## src/rtl/cam_sccb_config.sv

```systemverilog
// rtl/cam_sccb_config.sv - power-up SCCB register-table sequencer for an OV7670-class camera
//
// Walks an external synchronous register table and issues one SCCB 3-phase write
// (DEV_ID, reg, val) per entry. Table entries 16'hFFFF end the table early and
// entries with reg == 8'hFE insert a fixed delay instead of a bus write.
//
// Ports:
//   clk        system clock
//   reset      asynchronous active-low reset
//   start      single-cycle pulse, re-runs the table from index 0 when done
//   rom_addr   table index
//   rom_data   {reg, val}, valid one cycle after rom_addr changes
//   sio_c      SCCB clock
//   sio_d_out  SCCB data value
//   sio_d_oe   1 = drive sio_d_out, 0 = release (pad pulled high)
//   busy       high while the sequencer is working
//   cfg_done   high once the table has been fully written
//   entry_cnt  entries written in the current run (saturating)
module cam_sccb_config #(
    parameter int         CLK_DIV      = 125,
    parameter int         NUM_REGS     = 64,
    parameter logic [7:0] DEV_ID       = 8'h42,
    parameter int         PWRUP_WAIT   = 50000,
    parameter int         DELAY_CYCLES = 500000,
    parameter int         GAP_Q        = 4,
    localparam int        AW           = (NUM_REGS > 1) ? $clog2(NUM_REGS) : 1
) (
    input  logic          clk,
    input  logic          reset,
    input  logic          start,
    output logic [AW-1:0] rom_addr,
    input  logic [15:0]   rom_data,
    output logic          sio_c,
    output logic          sio_d_out,
    output logic          sio_d_oe,
    output logic          busy,
    output logic          cfg_done,
    output logic [7:0]    entry_cnt
);

    localparam int WAIT_MAX = (PWRUP_WAIT > DELAY_CYCLES) ? PWRUP_WAIT : DELAY_CYCLES;
    localparam int WAIT_W   = $clog2(WAIT_MAX + 2);
    localparam int QCW      = $clog2(CLK_DIV + 1);
    localparam int QIW      = (GAP_Q > 4) ? $clog2(GAP_Q) : 2;

    typedef enum logic [3:0] {
        S_IDLE,
        S_PWRUP,
        S_FETCH,
        S_START,
        S_BITS,
        S_STOP,
        S_GAP,
        S_DELAY,
        S_DONE
    } state_t;

    state_t            state;
    state_t            state_nxt;
    logic [WAIT_W-1:0] wait_cnt;
    logic [QCW-1:0]    qcnt;
    logic [QIW-1:0]    qidx;
    logic [4:0]        bit_idx;
    logic [7:0]        reg_r;
    logic [7:0]        val_r;

    logic        quarter_state;
    logic        tick;
    logic        q_last;
    logic        gap_last;
    logic        phase_done;
    logic        fetch_done;
    logic        pwrup_done;
    logic        delay_done;
    logic        last_index;
    logic        advance;
    logic [26:0] frame;

    assign quarter_state = (state == S_START) || (state == S_BITS) ||
                           (state == S_STOP)  || (state == S_GAP);
    assign tick          = quarter_state && (qcnt == QCW'(CLK_DIV - 1));
    assign q_last        = (qidx == QIW'(3));
    assign gap_last      = (qidx == QIW'(GAP_Q - 1));
    // GAP is the only phase whose length is not four quarters.
    assign phase_done    = tick && ((state == S_GAP) ? gap_last : q_last);
    // rom_data reflects rom_addr from the second FETCH cycle on.
    assign fetch_done    = (state == S_FETCH) && (wait_cnt == WAIT_W'(1));
    assign pwrup_done    = (wait_cnt == WAIT_W'(PWRUP_WAIT - 1));
    assign delay_done    = (wait_cnt == WAIT_W'(DELAY_CYCLES - 1));
    assign last_index    = (rom_addr == AW'(NUM_REGS - 1));
    assign advance       = ((state == S_GAP) && phase_done) ||
                           ((state == S_DELAY) && delay_done);

    // Whole write frame, MSB first; the 1s stand in for the released ack slots.
    assign frame = {DEV_ID, 1'b1, reg_r, 1'b1, val_r, 1'b1};

    // State register
    always_ff @(posedge clk or negedge reset) begin
        if (!reset) begin
            state <= S_IDLE;
        end else begin
            state <= state_nxt;
        end
    end

    // Next-state logic
    always_comb begin
        state_nxt = state;
        case (state)
            S_IDLE:  state_nxt = S_PWRUP;
            S_PWRUP: if (pwrup_done) state_nxt = S_FETCH;
            S_FETCH: begin
                if (fetch_done) begin
                    if (rom_data == 16'hFFFF) begin
                        state_nxt = S_DONE;
                    end else if (rom_data[15:8] == 8'hFE) begin
                        state_nxt = S_DELAY;
                    end else begin
                        state_nxt = S_START;
                    end
                end
            end
            S_START: if (phase_done) state_nxt = S_BITS;
            S_BITS:  if (phase_done && (bit_idx == 5'd26)) state_nxt = S_STOP;
            S_STOP:  if (phase_done) state_nxt = S_GAP;
            S_GAP,
            S_DELAY: if (advance) state_nxt = last_index ? S_DONE : S_FETCH;
            S_DONE:  if (start) state_nxt = S_FETCH;
            default: state_nxt = S_IDLE;
        endcase
    end

    // Counters and table registers
    always_ff @(posedge clk or negedge reset) begin
        if (!reset) begin
            wait_cnt  <= '0;
            qcnt      <= '0;
            qidx      <= '0;
            bit_idx   <= '0;
            reg_r     <= '0;
            val_r     <= '0;
            rom_addr  <= '0;
            entry_cnt <= '0;
        end else begin
            if ((state_nxt == state) &&
                ((state == S_PWRUP) || (state == S_FETCH) || (state == S_DELAY))) begin
                wait_cnt <= wait_cnt + WAIT_W'(1);
            end else begin
                wait_cnt <= '0;
            end

            if (quarter_state && !tick) begin
                qcnt <= qcnt + QCW'(1);
            end else begin
                qcnt <= '0;
            end

            if (!quarter_state || phase_done) begin
                qidx <= '0;
            end else if (tick) begin
                qidx <= qidx + QIW'(1);
            end

            if (state != S_BITS) begin
                bit_idx <= '0;
            end else if (phase_done) begin
                bit_idx <= bit_idx + 5'd1;
            end

            if (fetch_done) begin
                reg_r <= rom_data[15:8];
                val_r <= rom_data[7:0];
            end

            if ((state == S_PWRUP) || ((state == S_DONE) && start)) begin
                rom_addr <= '0;
            end else if (advance && !last_index) begin
                rom_addr <= rom_addr + AW'(1);
            end

            if ((state == S_DONE) && start) begin
                entry_cnt <= '0;
            end else if ((state == S_GAP) && phase_done && (entry_cnt != 8'hFF)) begin
                entry_cnt <= entry_cnt + 8'd1;
            end
        end
    end

    // Outputs; bus idles high everywhere except START, BITS and STOP.
    always_comb begin
        sio_c     = 1'b1;
        sio_d_out = 1'b1;
        sio_d_oe  = 1'b1;
        busy      = (state != S_IDLE) && (state != S_DONE);
        cfg_done  = (state == S_DONE);
        case (state)
            S_START: begin
                sio_c     = ~qidx[1];
                sio_d_out = (qidx[1:0] == 2'd0);
            end
            S_BITS: begin
                // Data follows bit_idx, so it changes only as quarter 0 begins.
                sio_c     = qidx[1];
                sio_d_out = frame[5'd26 - bit_idx];
                sio_d_oe  = !((bit_idx == 5'd8) || (bit_idx == 5'd17) || (bit_idx == 5'd26));
            end
            S_STOP: begin
                sio_c     = (qidx[1:0] != 2'd0);
                sio_d_out = qidx[1];
            end
            default: begin
            end
        endcase
    end

endmodule

```

## config.mk

```make
export PLATFORM = sky130hd
export DESIGN_NAME = cam_sccb_config
export DESIGN_NICKNAME = d
export VERILOG_FILES = /design/src/rtl/cam_sccb_config.sv
export SDC_FILE = /design/constraint.sdc
export NUM_CORES = 1
export LEC_CHECK = 0
export ABC_CLOCK_PERIOD_IN_PS = 3600
export BUFFER_PORTS_ARGS = -buffer_cell sky130_fd_sc_hd__buf_2
export CAP_MARGIN = 10
export CORE_MARGIN = 1.5
export CORE_UTILIZATION = 54
export CTS_BUF_LIST = sky130_fd_sc_hd__clkbuf_16
export CTS_CLUSTER_SIZE = 16
export DETAILED_ROUTE_END_ITERATION = 7
export PLACE_DENSITY = 0.76
export SYNTH_ARGS = -nofsm -noshare
export SYNTH_HDL_FRONTEND = slang
export SYNTH_SLANG_ARGS = --single-unit
```

## constraint.sdc

```tcl
create_clock -name clk -period 3.6 [get_ports clk]
set_input_delay 0.54 -clock clk [delete_from_list [all_inputs] [get_ports clk]]
set_output_delay 0.54 -clock clk [all_outputs]
set_load 0.03 [all_outputs]
```

### Yosys cells after proc, flatten, opt, wreduce, memory -nomap -nowiden

Cells that the tools add are included.

* register bits after elaboration: 67
* input bits: 19
* output and inout bits: 19
* logic and storage cells: 102

* $add $sub $neg: 7
* order comparisons: 1
* equality and inequality tests: 23
* mux-type cells: 26
* bitwise logic cells: 1
* reduce and logical (&&, ||, !) cells: 35

Operators with widths (count)
* 4-bit two-way mux: 9
* 4-bit case mux with 8 select lines: 1
* 19-bit by 1-bit adder with 19-bit output, second input constant: 1
* 19-bit by 1-bit equality test with 1-bit output, second input constant: 1
* 19-bit by 16-bit equality test with 1-bit output, second input constant: 1
* 19-bit equality test, second input constant: 1
* 19-bit two-way mux: 1
* 16-bit equality test, second input constant: 1
* 4-bit by 3-bit equality test with 1-bit output, second input constant: 4
* 8-bit two-way mux: 2
* 1-bit logical AND: 12
* 6-bit two-way mux: 2
* 5-bit equality test, second input constant: 2
* 1-bit logical OR: 10
* 5-bit two-way mux: 2
* 2-bit nonzero test: 5
* 8-bit by 1-bit adder with 8-bit output, second input constant: 1
* 4-bit by 2-bit equality test with 1-bit output, second input constant: 2
* 8-bit equality test, second input constant: 1
* 8-bit inequality test, second input constant: 1
* 7-bit by 1-bit adder with 7-bit output, second input constant: 1
* 7-bit equality test, second input constant: 1
* 7-bit two-way mux: 1
* 6-bit by 1-bit adder with 6-bit output, second input constant: 1
* 23 further kinds: 29

### Depth between registers and ports, before layout

* depth in word-level cells: 13
* mapped depth: 10
* mapped depth without buffers: 8

### Worst setup path after synthesis

Ideal clock, no wire load.

* path kind: reg-to-output
* start point: register bit_idx[0]
* end point: output port sio_d_out
* arrival: 2783 ps
* path slack: 277 ps
* stages on the path, launching flop included: 10
* path through: dfrtp_1 > clkbuf_1 > inv_1 > ha_1 > clkbuf_1 > mux2i_1 > mux4_2 > nand2_1 > o311ai_0 > o21ai_0

* cells in the longest elaborated chain, start to end: 4

Ends and longest elaborated chain
* start: declaration: RTL line 63 `logic [4:0] bit_idx;`
* start signal: assignment: RTL line 167 `bit_idx <= bit_idx + 5'd1;`
* 5-bit subtractor: RTL line 204 `sio_d_out = frame[5'd26 - bit_idx];`
* 1-bit binary-select mux with 5-bit select: RTL line 204
* 1-bit two-way mux (not written as such): RTL line 204
* 1-bit case mux with 3 select lines: RTL line 196 `case (state)`
* end: declaration: RTL line 34 `output logic sio_d_out,`

No other way between the ends. The select of a mux whose other input is x is not followed.

### Final worst setup path

Same ends and word-level chain as after synthesis.

==> results.json <==
{
  "cp_max_fo": 12,
  "p_clk_frac": 0.517,
  "syn_to_final_growth_pct": 13.2,
  "worst-r2r-setup-slack_ns": 0.85,
  "critPathArrivalTime_ns": 2.72,
  "p_seq_frac": 0.464,
  "vdd_ir_drop_max_mv": 0.261,
  "final_antenna_net_count": 0,
  "criticalPathCategory": "flip-flop to output pin",
  "grt_use_total": 0.223,
  "dieArea_um2": 7960,
  "synth-edff-count": 0,
  "start_util": 0.557,
  "synth_warnings": 0,
  "dr_total_vias": 3226,
  "drt-vias-per-instance": 5.68,
  "crit_family": "flip-flops",
  "cts_setup_buffers": 0,
  "h-tree-depth": 3,
  "ys_types": 56,
  "port_buffers": 37,
  "fp.dieW_um": 89.2,
  "diodes": 0,
  "grt_remaining_overflow": 0,
  "netlist_area_um2": 4020,
  "syn_avg_cell_area_um2": 9.29,
  "clock_sinks": 67,
  "clock_path_buffers": 2,
  "drive_gt1_frac": 0.168,
  "cts_made_buffers": 9,
  "critPathCaptureType": "output pin",
  "root_buffer": "clkbuf_16",
  "path_cells": "inv_1 > ha_1 > mux2i_1 > mux4_2 > nand2_1 > o311ai_0 > o21ai_0 > buf_2",
  "die_h_um": 89.2,
  "core_area_um2": 7210,
  "tightest_slew_ns": 0.736,
  "crit_buf_inv": 2,
  "hold_class": "input pin to asynchronous set/reset pin",
  "start_kind": "flip-flop",
  "tritoncts": "done",
  "hold_buffers": 0,
  "p_per_area_nw_per_um2": 357,
  "dr.first_iter.drc_count": 202,
  "setup_viol": 0,
  "sw_frac_of_total": 0.206,
  "crit_required_ns": 3.06,
  "p_comb_frac": 0.018,
  "hpwlAfterDp_um": 5780,
  "grt_max_degree": 34,
  "power_leakage_nw": 1.86,
  "clock_latency_ns": 0.33,
  "gp_congestion": 0.877,
  "synth_seq_area_share": 0.418,
  "wl_per_cell_um": 14.7,
  "ys_top_cells_by_area": "dfrtp_1 42%, nand2_1 6.2%, nor2_1 4.7%",
  "ys_ff_latch": 67,
  "intPower_mw": 1.29,
  "async_reset_ff_frac": 1.00,
  "final_cell_area_um2": 4550,
  "fin_skew_ns": 0.00468,
  "post-route-util": 0.630,
  "synth.net_count": 463,
  "drv_slew": 0,
  "ys.flop_type": "dfrtp_1",
  "grt_setup_unrepaired": "false",
  "fin_crit_ns": 3.26,
  "drt_pass1_iterations": 4,
  "grt_pass1_vias": 2959,
  "antenna_found_initial": 0,
  "placed_cell_area_um2": 4250,
  "fin_crit_sh": 0.905,
  "fin_nets": 496,
  "drt-total-wl_um": 8380,
  "remaining_drc_errors": 0,
  "synth_top_area_share": 0.418,
  "rows": 31,
  "max_freq_mhz": 307,
  "setup_tns_ns": 0,
  "hold_viol_final": 0,
  "synth_cells": 432,
  "cpPeakStageDelay_ns": 0.62,
  "p_sw_mw": 0.334,
  "maxCapViolations": 0,
  "status": "finished clean",
  "max_slew_margin": 0.506,
  "ios": 38,
  "slowest_stage": "dfrtp_1",
  "yosysMostFrequentCell": "dfrtp_1",
  "yosysTopAreaCell": "dfrtp_1",
  "cts.reportedPaths.clkPinSlew_ns": 0.05,
  "cts_resized": 0,
  "synth_commonest_cells": "67 x dfrtp_1, 66 x nand2_1, 50 x nor2_1",
  "grt_pass1_wl_um": 13600
}
[layout by cell type (no fill, tap or decap), drive strengths merged, types with 3 or more instances in the layout]
cell type	Yosys	layout
a21oi	10	10
and3	13	13
and4	4	4
buf	10	43
clkbuf	11	9
dfrtp	67	67
ha	12	12
inv	13	14
mux2i	5	5
nand2	66	66
nand3	25	25
nand3b	5	5
nand4	12	12
nor2	51	51
nor2b	5	5
nor3	15	15
nor4	10	10
o21ai	9	9
o31ai	3	3
or2	3	3
or4	9	9
or4b	3	3
xnor2	21	21
xor2	21	21
[final cells by class]
| class | instances | area, µm² |
|---|---|---|
| multi-input cells | 331 | 2180 |
| fillers | 627 | 2670 |
| repair buffers | 43 | 230 |
| well taps | 99 | 124 |
| inverters | 13 | 48.8 |
| clock buffers | 9 | 225 |
| clock inverters | 6 | 58.8 |
| flip-flops and latches | 67 | 1680 |
[kinds of logic (layout without fill, tap and decap cells)]
kind of cell / after synthesis / count (layout) / share of synthesized area
DFF: 67 / 67 / 0.418
xor gates and xnor gates: 42 / 42 / 0.0963
muxes: 8 / 8 / 0.0265
buffers and inverters: 34 / 71 / 0.0408
AOI/OAI and AO/OA: 39 / 39 / 0.0820
adders and majority gates: 12 / 12 / 0.0374
and+or+nand+nor: 230 / 230 / 0.299
[registers in the layout, summed over array words and instances, names as in the netlist]
| name | count |
|---|---|
| bit_idx | 5 |
| entry_cnt | 8 |
| qcnt | 7 |
| qidx | 2 |
| reg_r | 8 |
| rom_addr | 6 |
| state | 4 |
| val_r | 8 |
| wait_cnt | 19 |
[path summary, 6_finish.rpt]
kind / cells after the start / start / end
setup / recovery: 8 / bit_idx[0]$_DFFE_PN0P_ / sio_d_out
hold / removal: 1 / reset / qcnt[0]$_DFF_PN0_
setup reg to reg: 6 / state[1]$_DFF_PN0_ / wait_cnt[8]$_DFF_PN0_
hold reg to reg: 2 / val_r[3]$_DFFE_PN0N_ / val_r[3]$_DFFE_PN0N_
max in group asynchronous: 2 / reset / wait_cnt[9]$_DFF_PN0_
min in group clk: 3 / rom_data[6] / val_r[6]$_DFFE_PN0N_
[power by group through the flow]
| stage | Combinational (mW) | Sequential [mW] | Clock, mW |
|---|---|---|---|
| after global placement | 0.0307 | 0.767 | 0 |
| after floorplan | 0.00155 | 0.767 | 0 |
| after detailed placement | 0.0311 | 0.767 | 0 |
| after global routing | 0.0352 | 0.753 | 0.897 |
| final | 0.0299 | 0.754 | 0.839 |
| after CTS | 0.0311 | 0.754 | 0.852 |
[through the flow]
stage / worst slack, ns / total power [mW] / std cells / hold slack (ns)
after floorplan: 0.277 / 0.769 / 432 / 0.244
after global placement: 0.601 / 0.798 / 553 / 0.460
after detailed placement: 0.488 / 0.798 / 553 / 0.459
after CTS: 0.123 / 1.64 / 568 / 0.292
after global routing: 0.139 / 1.68 / 568 / 0.347
final: 0.341 / 1.62 / 568 / 0.268
[metal layers]
metal,track usage,part of all wire
met1,0.288,0.46
met2,0.362,0.48
met3,0.0480,0.037
met4,0.0979,0.024
met5,0,0
Note: power is estimated with default switching activity, not from simulation.
